<file path="config.mk">
export PLATFORM = sky130hd
export DESIGN_NAME = mips_alu_sequencer
export DESIGN_NICKNAME = d
export VERILOG_FILES = /design/src/rtl/mips_pkg.sv /design/src/rtl/mips_decoder.sv /design/src/rtl/mips_alu_sequencer.sv
export SDC_FILE = /design/constraint.sdc
export NUM_CORES = 1
export LEC_CHECK = 0
export ABC_AREA = 1
export CAP_MARGIN = 20
export CORE_MARGIN = 2
export CORE_UTILIZATION = 50
export CTS_CLUSTER_SIZE = 8
export DETAILED_ROUTE_END_ITERATION = 10
export PLACE_DENSITY = 0.88
export SYNTH_ARGS = -nofsm -noshare
export SYNTH_HDL_FRONTEND = slang
export SYNTH_SLANG_ARGS = --single-unit
</file>
<file path="constraint.sdc">
create_clock -name CLK -period 2.65 [get_ports CLK]
set_clock_uncertainty 0.2 [all_clocks]
set_input_delay 0.265 -clock CLK [delete_from_list [all_inputs] [get_ports CLK]]
set_output_delay 0.265 -clock CLK [all_outputs]
set_load 0.005 [all_outputs]
</file>
<file path="src/rtl/mips_pkg.sv">
// Shared encodings for the MIPS ALU datapath: opcodes, ALU controls, sequencer states, field positions.
// Used by the sequencer, decoder, ALU and register file.
package mips_pkg;

    localparam logic [5:0] OP_AND  = 6'b000000;
    localparam logic [5:0] OP_OR   = 6'b000001;
    localparam logic [5:0] OP_ADD  = 6'b000010;
    localparam logic [5:0] OP_SUB  = 6'b000110;
    localparam logic [5:0] OP_SLT  = 6'b000111;
    localparam logic [5:0] OP_NOR  = 6'b001100;
    localparam logic [5:0] OP_HALT = 6'b111111;

    localparam logic [3:0] ALU_AND = 4'h0;
    localparam logic [3:0] ALU_OR  = 4'h1;
    localparam logic [3:0] ALU_ADD = 4'h2;
    localparam logic [3:0] ALU_SUB = 4'h6;
    localparam logic [3:0] ALU_SLT = 4'h7;
    localparam logic [3:0] ALU_NOR = 4'hC;

    localparam int OP_LSB = 26;
    localparam int RS_LSB = 21;
    localparam int RT_LSB = 16;
    localparam int RD_LSB = 11;

    typedef enum logic [2:0] {
        S_IDLE,
        S_FETCH,
        S_DECODE,
        S_EXECUTE,
        S_WRITEBACK,
        S_HALT
    } state_e;

endpackage

</file>
<file path="src/rtl/mips_decoder.sv">
// Combinational R-type decode: IR -> register addresses, ALU control, halt/illegal flags.
// Zero latency; shamt and funct are not used by this datapath.
module mips_decoder
    import mips_pkg::*;
(
    input  logic [31:0] ir,
    output logic [4:0]  rs,
    output logic [4:0]  rt,
    output logic [4:0]  rd,
    output logic [3:0]  alu_ctrl,
    output logic        is_halt,
    output logic        is_illegal
);

    logic [5:0] op;
    logic       unused_fields;

    assign op            = ir[OP_LSB +: 6];
    assign rs            = ir[RS_LSB +: 5];
    assign rt            = ir[RT_LSB +: 5];
    assign rd            = ir[RD_LSB +: 5];
    assign unused_fields = ^ir[RD_LSB-1:0];

    always_comb begin
        alu_ctrl   = ALU_AND;
        is_halt    = 1'b0;
        is_illegal = 1'b0;
        case (op)
            OP_AND:  alu_ctrl = ALU_AND;
            OP_OR:   alu_ctrl = ALU_OR;
            OP_ADD:  alu_ctrl = ALU_ADD;
            OP_SUB:  alu_ctrl = ALU_SUB;
            OP_SLT:  alu_ctrl = ALU_SLT;
            OP_NOR:  alu_ctrl = ALU_NOR;
            OP_HALT: is_halt  = 1'b1;
            default: is_illegal = 1'b1;
        endcase
    end

endmodule

</file>
<file path="src/rtl/mips_alu_sequencer.sv">
// Multi-cycle fetch/decode/execute/writeback control for the MIPS ALU datapath.
// 4 cycles per instruction with immediate ACK and EXEC_CYCLES=1; FETCH waits indefinitely for INSTR_ACK.
module mips_alu_sequencer
    import mips_pkg::*;
#(
    parameter logic [31:0] RESET_PC    = 32'h0,
    parameter int          PC_STEP     = 4,
    parameter logic [31:0] END_PC      = 32'd24,
    parameter int          EXEC_CYCLES = 1
) (
    input  logic        CLK,
    input  logic        RESET,
    input  logic        START,
    output logic        INSTR_REQ,
    input  logic        INSTR_ACK,
    input  logic [31:0] INSTRUCTION,
    output logic [31:0] PC_OUT,
    output logic [4:0]  RF_RADDR_A,
    output logic [4:0]  RF_RADDR_B,
    output logic [4:0]  RF_WADDR,
    output logic        RF_WE,
    output logic [3:0]  ALU_CTRL,
    output logic        BUSY,
    output logic        HALTED,
    output logic        ILLEGAL,
    output logic [15:0] INSTR_COUNT
);

    localparam logic [3:0] EXEC_LOAD = 4'(EXEC_CYCLES - 1);

    state_e      state_q, state_d;
    logic [31:0] ir_q, ir_d;
    logic [31:0] pc_q, pc_d;
    logic [3:0]  exec_cnt_q, exec_cnt_d;
    logic [15:0] count_q, count_d;
    logic        illegal_q, illegal_d;
    logic [32:0] pc_sum;
    logic        dec_halt, dec_illegal;

    // Register addresses and ALU control are decoded straight from the held IR,
    // so they appear in DECODE and stay put until the next fetch completes.
    mips_decoder u_decoder (
        .ir         (ir_q),
        .rs         (RF_RADDR_A),
        .rt         (RF_RADDR_B),
        .rd         (RF_WADDR),
        .alu_ctrl   (ALU_CTRL),
        .is_halt    (dec_halt),
        .is_illegal (dec_illegal)
    );

    always_ff @(posedge CLK or negedge RESET) begin
        if (!RESET) begin
            state_q    <= S_IDLE;
            ir_q       <= 32'h0;
            pc_q       <= RESET_PC;
            exec_cnt_q <= 4'd0;
            count_q    <= 16'd0;
            illegal_q  <= 1'b0;
        end else begin
            state_q    <= state_d;
            ir_q       <= ir_d;
            pc_q       <= pc_d;
            exec_cnt_q <= exec_cnt_d;
            count_q    <= count_d;
            illegal_q  <= illegal_d;
        end
    end

    always_comb begin
        state_d    = state_q;
        ir_d       = ir_q;
        pc_d       = pc_q;
        exec_cnt_d = exec_cnt_q;
        count_d    = count_q;
        illegal_d  = illegal_q;
        pc_sum     = {1'b0, pc_q} + 33'(PC_STEP);
        case (state_q)
            S_IDLE, S_HALT: begin
                if (START) begin
                    state_d   = S_FETCH;
                    pc_d      = RESET_PC;
                    illegal_d = 1'b0;
                    count_d   = 16'd0;
                end
            end
            S_FETCH: begin
                if (INSTR_ACK) begin
                    ir_d    = INSTRUCTION;
                    state_d = S_DECODE;
                end
            end
            S_DECODE: begin
                if (dec_halt) begin
                    state_d = S_HALT;
                end else if (dec_illegal) begin
                    illegal_d = 1'b1;
                    state_d   = S_WRITEBACK;
                end else begin
                    exec_cnt_d = EXEC_LOAD;
                    state_d    = S_EXECUTE;
                end
            end
            S_EXECUTE: begin
                if (exec_cnt_q == 4'd0) begin
                    state_d = S_WRITEBACK;
                end else begin
                    exec_cnt_d = exec_cnt_q - 4'd1;
                end
            end
            S_WRITEBACK: begin
                pc_d = pc_sum[31:0];
                if (count_q != 16'hFFFF) begin
                    count_d = count_q + 16'd1;
                end
                // Halt on the end address or when the PC wraps around the address space.
                if (pc_sum[31:0] == END_PC || pc_sum[32]) begin
                    state_d = S_HALT;
                end else begin
                    state_d = S_FETCH;
                end
            end
            default: state_d = S_IDLE;
        endcase
    end

    always_comb begin
        INSTR_REQ   = 1'b0;
        RF_WE       = 1'b0;
        BUSY        = 1'b0;
        HALTED      = 1'b0;
        PC_OUT      = pc_q;
        ILLEGAL     = illegal_q;
        INSTR_COUNT = count_q;
        case (state_q)
            S_FETCH:     begin INSTR_REQ = 1'b1; BUSY = 1'b1; end
            S_DECODE:    BUSY = 1'b1;
            S_EXECUTE:   BUSY = 1'b1;
            S_WRITEBACK: begin
                BUSY  = 1'b1;
                RF_WE = !dec_illegal && (RF_WADDR != 5'd0);
            end
            S_HALT:      HALTED = 1'b1;
            default:     BUSY = 1'b0;
        endcase
    end

endmodule

</file>
Word-level counts from Yosys, hierarchy flattened

Index checks and enable logic that the tools add are counted.

Word-level logic and storage cells: 74
Flip-flop bits (word level): 88
Output and inout port bits: 72

Add/sub/neg operators: 3
Equality and inequality tests: 21
Multiplexer cells: 26
Reductions and logical operators: 18

Operators with widths:

| cell                                            | number |
|---|---|
| one-hot mux 32 bit (2 select lines)             | 1 |
| adder 32 x 3 -> 33 bit (second input constant)  | 1 |
| == test 32 x 5 -> 1 bit (second input constant) | 1 |
| 2-to-1 mux 16 bit                               | 2 |
| 2-to-1 mux 32 bit                               | 1 |
| one-hot mux 16 bit (2 select lines)             | 1 |
| one-hot mux 4 bit (5 select lines)              | 1 |
| 2-to-1 mux 3 bit                                | 6 |
| adder 16 x 1 -> 16 bit (second input constant)  | 1 |
| inequality test 16 bit (second input constant)  | 1 |
| inequality test 2 bit (second input constant)   | 8 |
| one-hot mux 3 bit (5 select lines)              | 1 |
| == test 6 x 3 -> 1 bit (second input constant)  | 2 |
| 2-to-1 mux 4 bit                                | 3 |
| 2-to-1 mux 1 bit                                | 8 |
| one-hot mux 4 bit (2 select lines)              | 1 |
| AND reduction 4 bit                             | 2 |
| OR reduction 7 bit                              | 1 |
| == test 3 x 2 -> 1 bit (second input constant)  | 2 |
| == test 3 bit (second input constant)           | 2 |
| == test 6 x 1 -> 1 bit (second input constant)  | 1 |
| == test 6 x 2 -> 1 bit (second input constant)  | 1 |
| == test 6 x 4 -> 1 bit (second input constant)  | 1 |
| == test 6 bit (second input constant)           | 1 |
| 14 further kinds                                | 18 |

Depth between registers and ports, before layout

Depth in word-level cells: 5
Mapped depth: 17

Modules after synthesis

From an unflattened synthesis, not the netlist that was laid out.

Cell total of the unflattened synthesis: 621
Area total of the unflattened synthesis: 4,911.0 µm²

Modules (own cells, without submodules):

| module             | cells an instance | seq. area each (µm²) | area an instance (µm²) | instances |
|---|---|---|---|---|
| mips_alu_sequencer | 574               | 2,152.1              | 4,649.5                | 1 |
| mips_decoder       | 47                | 0.0                  | 261.5                  | 1 |

Worst setup path before layout

OpenSTA, ideal clock, no wires.

Path kind: register to register
From: reg pc_q[2], in the netlist PC_OUT[2]
To: reg state_q[2]
Path buffers: 0
Cell stages (with the launch flop): 16
Setup slack: 0.521 ns
Arrival time: 1.813 ns
Cells stage by stage: dfrtp_1 ha_1 nand2_2 nor2_4 nand2_4 nor2_4 nand2_2 nor2_1 xor2_1 nor2_1 nand3_1 nand2_1 nand2_1 nand2_1 nand2_1 nand2_1

Cells in the longest elaborated chain, start to end: 5

RTL lines:

| what                                   | line                      | text |
|---|---|---|
| from (decl)                            | mips_alu_sequencer.sv:33  | `logic [31:0] pc_q, pc_d;` |
| from (signal assigned)                 | mips_alu_sequencer.sv:63  | `pc_q <= pc_d;` |
| adder 32 x 3 -> 33 bit (*)             | mips_alu_sequencer.sv:77  | `pc_sum = {1'b0, pc_q} + 33'(PC_STEP);` |
| == test 32 x 5 -> 1 bit                | mips_alu_sequencer.sv:117 | `if (pc_sum[31:0] == END_PC \|\| pc_sum[32]) begin` |
| logical OR 1 bit (*)                   | mips_alu_sequencer.sv:117 |  |
| 2-to-1 mux 3 bit (*)                   | mips_alu_sequencer.sv:117 |  |
| one-hot mux 3 bit (5 select lines) (*) | mips_alu_sequencer.sv:78  | `case (state_q)` |
| to (signal assigned)                   | mips_alu_sequencer.sv:61  | `state_q <= state_d;` |
| to (decl)                              | mips_alu_sequencer.sv:31  | `state_e state_q, state_d;` |

Every way passes the cells marked *; elsewhere a longest branch is shown, timed or not.
A chain may end at the register's enable or synchronous reset.

Worst setup path in the final report

From: reg state_q[2]
To: out BUSY

Cells in the longest elaborated chain, start to end: 3
Elaborated cells between the ends (all ways): 6
Classes of those cells: eq/ne (4); mux (1); reduce/logical (1)

RTL lines:

| what                                        | line                      | text |
|---|---|---|
| == test 3 bit, or another cell as far along | mips_alu_sequencer.sv:135 | `case (state_q)` |
| OR reduction 4 bit (no source line) (*)     | -                         |  |
| 2-to-1 mux 1 bit (*)                        | mips_alu_sequencer.sv:135 |  |
| to (decl)                                   | mips_alu_sequencer.sv:23  | `output logic BUSY,` |

Marks and branches as above.

==> results_dict.tcl <==
set metrics [dict create \
    status "completed" \
    startpoint_type "register" \
    antenna_left 0 \
    finalHoldWorstSlack_ps 211 \
    period_needed_ps 2530 \
    cts_tree "done" \
    overflow 0 \
    first_pass_iters 7 \
    synth_cells 591 \
    yosysMostFrequentCell "nand2_1" \
    seq_power_share_pct 40.3 \
    synthMuxAreaShare_pct 4.57 \
    switchingPower_w 0.00143 \
    globalplace.congestion 0.936 \
    peakVddDrop_mv 0.663 \
    nets 718 \
    pre_cts_ws_ps 211 \
    htreeDepth 3 \
    vias 4221 \
    synth-compound-area-share_pct 9.55 \
    postSynthAreaPerCell_um2 7.51 \
    timing.final.crit_share_pct 95.3 \
    p_leak_nw 2.42 \
    grt_max_degree 55 \
    cts.clk_slew.worst_paths_ps 80 \
    yosysTopAreaCellShare_pct 42.3 \
    pwr-share-comb_pct 37.2 \
    setup_violations 0 \
    power.share.switching_pct 36.3 \
    fp.dieW_um 98.2 \
    yosys_warnings 0 \
    holdCritPathClass "in -> async" \
    antenna_found_initial 0 \
    internal_power_w 0.00252 \
    core-area_um2 8680 \
    drive_gt1_share_pct 11.1 \
    cp_max_fo 7 \
    cts_made_buffers 9 \
    synth-adder-area-share_pct 1.13 \
    die-area_um2 9650 \
    hold_viol 0 \
    slew_headroom_pct 65.2 \
    cp-end-kind "output port" \
    io_pins 108 \
    port_buffers 94 \
    core.rowCount 34 \
    synth-xor-area-share_pct 1.78 \
    diodes 0 \
    root_buffer "clkbuf_8" \
    numClockSinks 75 \
    finalMaxSlewViolations 0 \
    clockBufferDepth 2 \
    fp.dieH_um 98.2 \
    ys_types 39 \
    synth.ff_latch_count 75 \
    critical_path_required_ps 2180 \
    grt_usage_pct 24.7 \
    ys_top_cells_by_area "dfrtp_1 (42%), nand2_1 (14%), nor2_1 (6.3%), inv_1 (5.6%), mux2_2 (4.6%)" \
    initial_core_util_pct 51.2 \
    clock_power_share_pct 22.5 \
    yosysSeqAreaShare_pct 42.3 \
    synth_edf_count 0 \
    syn_to_final_growth_pct 27.1 \
    ys.flop_type "dfrtp_1" \
    synthArstFlopShare_pct 100 \
    post-cts-setup-buffers 0 \
    grt_pass1_vias 4434 \
    routed_via_density 5.34 \
    grt_pass1_wl_um 19600 \
    synth_top_family_by_area "simple AND/OR/NAND/NOR gates" \
    insertion_delay_ps 360 \
    yosysTopAreaCell "dfrtp_1" \
    drv_cap 0 \
    routed_wl_um 11500 \
    path_class "reg -> out" \
    fmax_mhz 396 \
    drc 0 \
    yosys-top-cells-count "nand2_1 (166), dfrtp_1 (75), nor2_1 (74)" \
    synth_area_um2 4440 \
    critPathArrivalTime_ps 2060 \
    p_per_area_nw_per_um2 699 \
    worst_pin_slew_ps 521 \
    route.detailed.wl_per_inst_um 14.5 \
    dp_hpwl_um 8360 \
    drtIter0Drc 282 \
    synthSimpleGateAreaFrac_pct 31.0 \
    setup_ws_ps 123 \
    n_fill_cell 715 \
]
final timing paths:
check	start	cells past startpoint	slack, ps	endpoint
max	state_q[2]$_DFFE_PN0P_	5	120	BUSY
min	RESET	2	210	ir_q[16]$_DFFE_PN0P_
max reg2reg	PC_OUT[2]$_DFFE_PN0P_	15	180	state_q[2]$_DFFE_PN0P_
min reg2reg	ir_q[21]$_DFFE_PN0P_	1	310	ir_q[21]$_DFFE_PN0P_
max in group asynchronous	RESET	3	1380	state_q[0]$_DFFE_PN0P_
min in group CLK	INSTRUCTION[27]	3	290	ir_q[27]$_DFFE_PN0P_
kinds of logic (layout without fill, tap and decap cells):
| group | count (synthesis) | count (layout) |
|---|---|---|
| simple gates | 314 | 314 |
| buf+inv | 95 | 186 |
| compound gates | 75 | 75 |
| flops | 75 | 75 |
| mux | 18 | 18 |
| xor+xnor | 9 | 9 |
| fa+ha+maj | 4 | 4 |
| other cells | 1 | 2 |
worst max-delay path: stages (launching register included):
cell and delay [ps]:
dfrtp_1 410, inv_1 140, nor3_4 240, inv_1 240
nand3_1 150, clkdlybuf4s50_1 530
cells in the final DEF (no fill, tap or decap), types with 2 or more instances in the layout:
| cell | n |
|---|---|
| xnor2_1 | 3 |
| dfrtp_1 | 75 |
| a21oi_1 | 16 |
| o21ai_0 | 37 |
| o21ai_1 | 3 |
| xor2_1 | 6 |
| buf_4 | 5 |
| nor3_1 | 8 |
| nor2_2 | 9 |
| nand2_1 | 165 |
| clkinv_2 | 2 |
| inv_2 | 2 |
| o22ai_1 | 10 |
| nor3_4 | 2 |
| o31ai_1 | 2 |
| nor4_1 | 2 |
| nor2_4 | 5 |
| nand2_2 | 6 |
| conb_1 | 2 |
| nand3_1 | 27 |
| ha_1 | 4 |
| clkbuf_8 | 9 |
| nand4_1 | 7 |
| inv_1 | 66 |
| nor2_1 | 73 |
| nor3_2 | 2 |
| nand3_2 | 2 |
| a211oi_2 | 2 |
| mux2_2 | 18 |
| clkdlybuf4s50_1 | 92 |
flip-flops by register name, summed over array words and instances (netlist names):
| register | count |
|---|---|
| ILLEGAL | 1 |
| PC_OUT | 30 |
| state_q | 3 |
| INSTR_COUNT | 16 |
| exec_cnt_q | 4 |
| ir_q | 21 |
power groups by stage:
stage | clock network (W) | registers, W | logic [W]
after floorplan | 0 | 0.00154 | 0.000950
after global placement | 0 | 0.00157 | 0.00136
after detailed placement | 0 | 0.00159 | 0.00142
after CTS | 0.000905 | 0.00158 | 0.00146
after global routing | 0.000950 | 0.00162 | 0.00160
final | 0.000888 | 0.00159 | 0.00147
metal layers:
metal | share of wire [%] | vias up | GRT usage [%] | routed length, um
met4 | 1.9 | 0 | 10.2 | 216
li1 | - | 2048 | - | -
met5 | 0 | - | 0 | 0
met2 | 49 | 157 | 42.3 | 5610
met3 | 6.9 | 28 | 6.23 | 793
met1 | 42 | 1988 | 29.8 | 4860
cell type report:
cell class              instances  area, um2  share of cell area, %
clock buffers                  10        128                   2.26
clock inverters                 6       65.1                   1.15
inverters                      69        259                   4.59
well taps                     108        135                   2.39
repair buffers                101       1000                   17.8
multi-input cells             422       2180                   38.6
flip-flops and latches         75       1880                   33.3
per-stage QoR:
step           instance area (um2)  total power, W  TNS [ps]  utilization, %  cells
3_3_place_gp                  5410         0.00292         0            62.3    774
5_1_grt                       5640         0.00418     -5.04            65.0    791
4_1_cts                       5630         0.00395         0            64.9    791
6_report                      5640         0.00395         0            65.0    791
2_1_floorplan                 4440         0.00249         0               -    592
3_5_place_dp                  5410         0.00301         0            62.3    774
repair_timing:
item	4_1_cts	5_1_grt
hold endpoints to repair	21	0
hold buffers	1	0
setup endpoints to repair	1	2
pin swaps	0	0
resized for setup	7	2
gates cloned	0	0
Power figures use the tool's default switching activity.
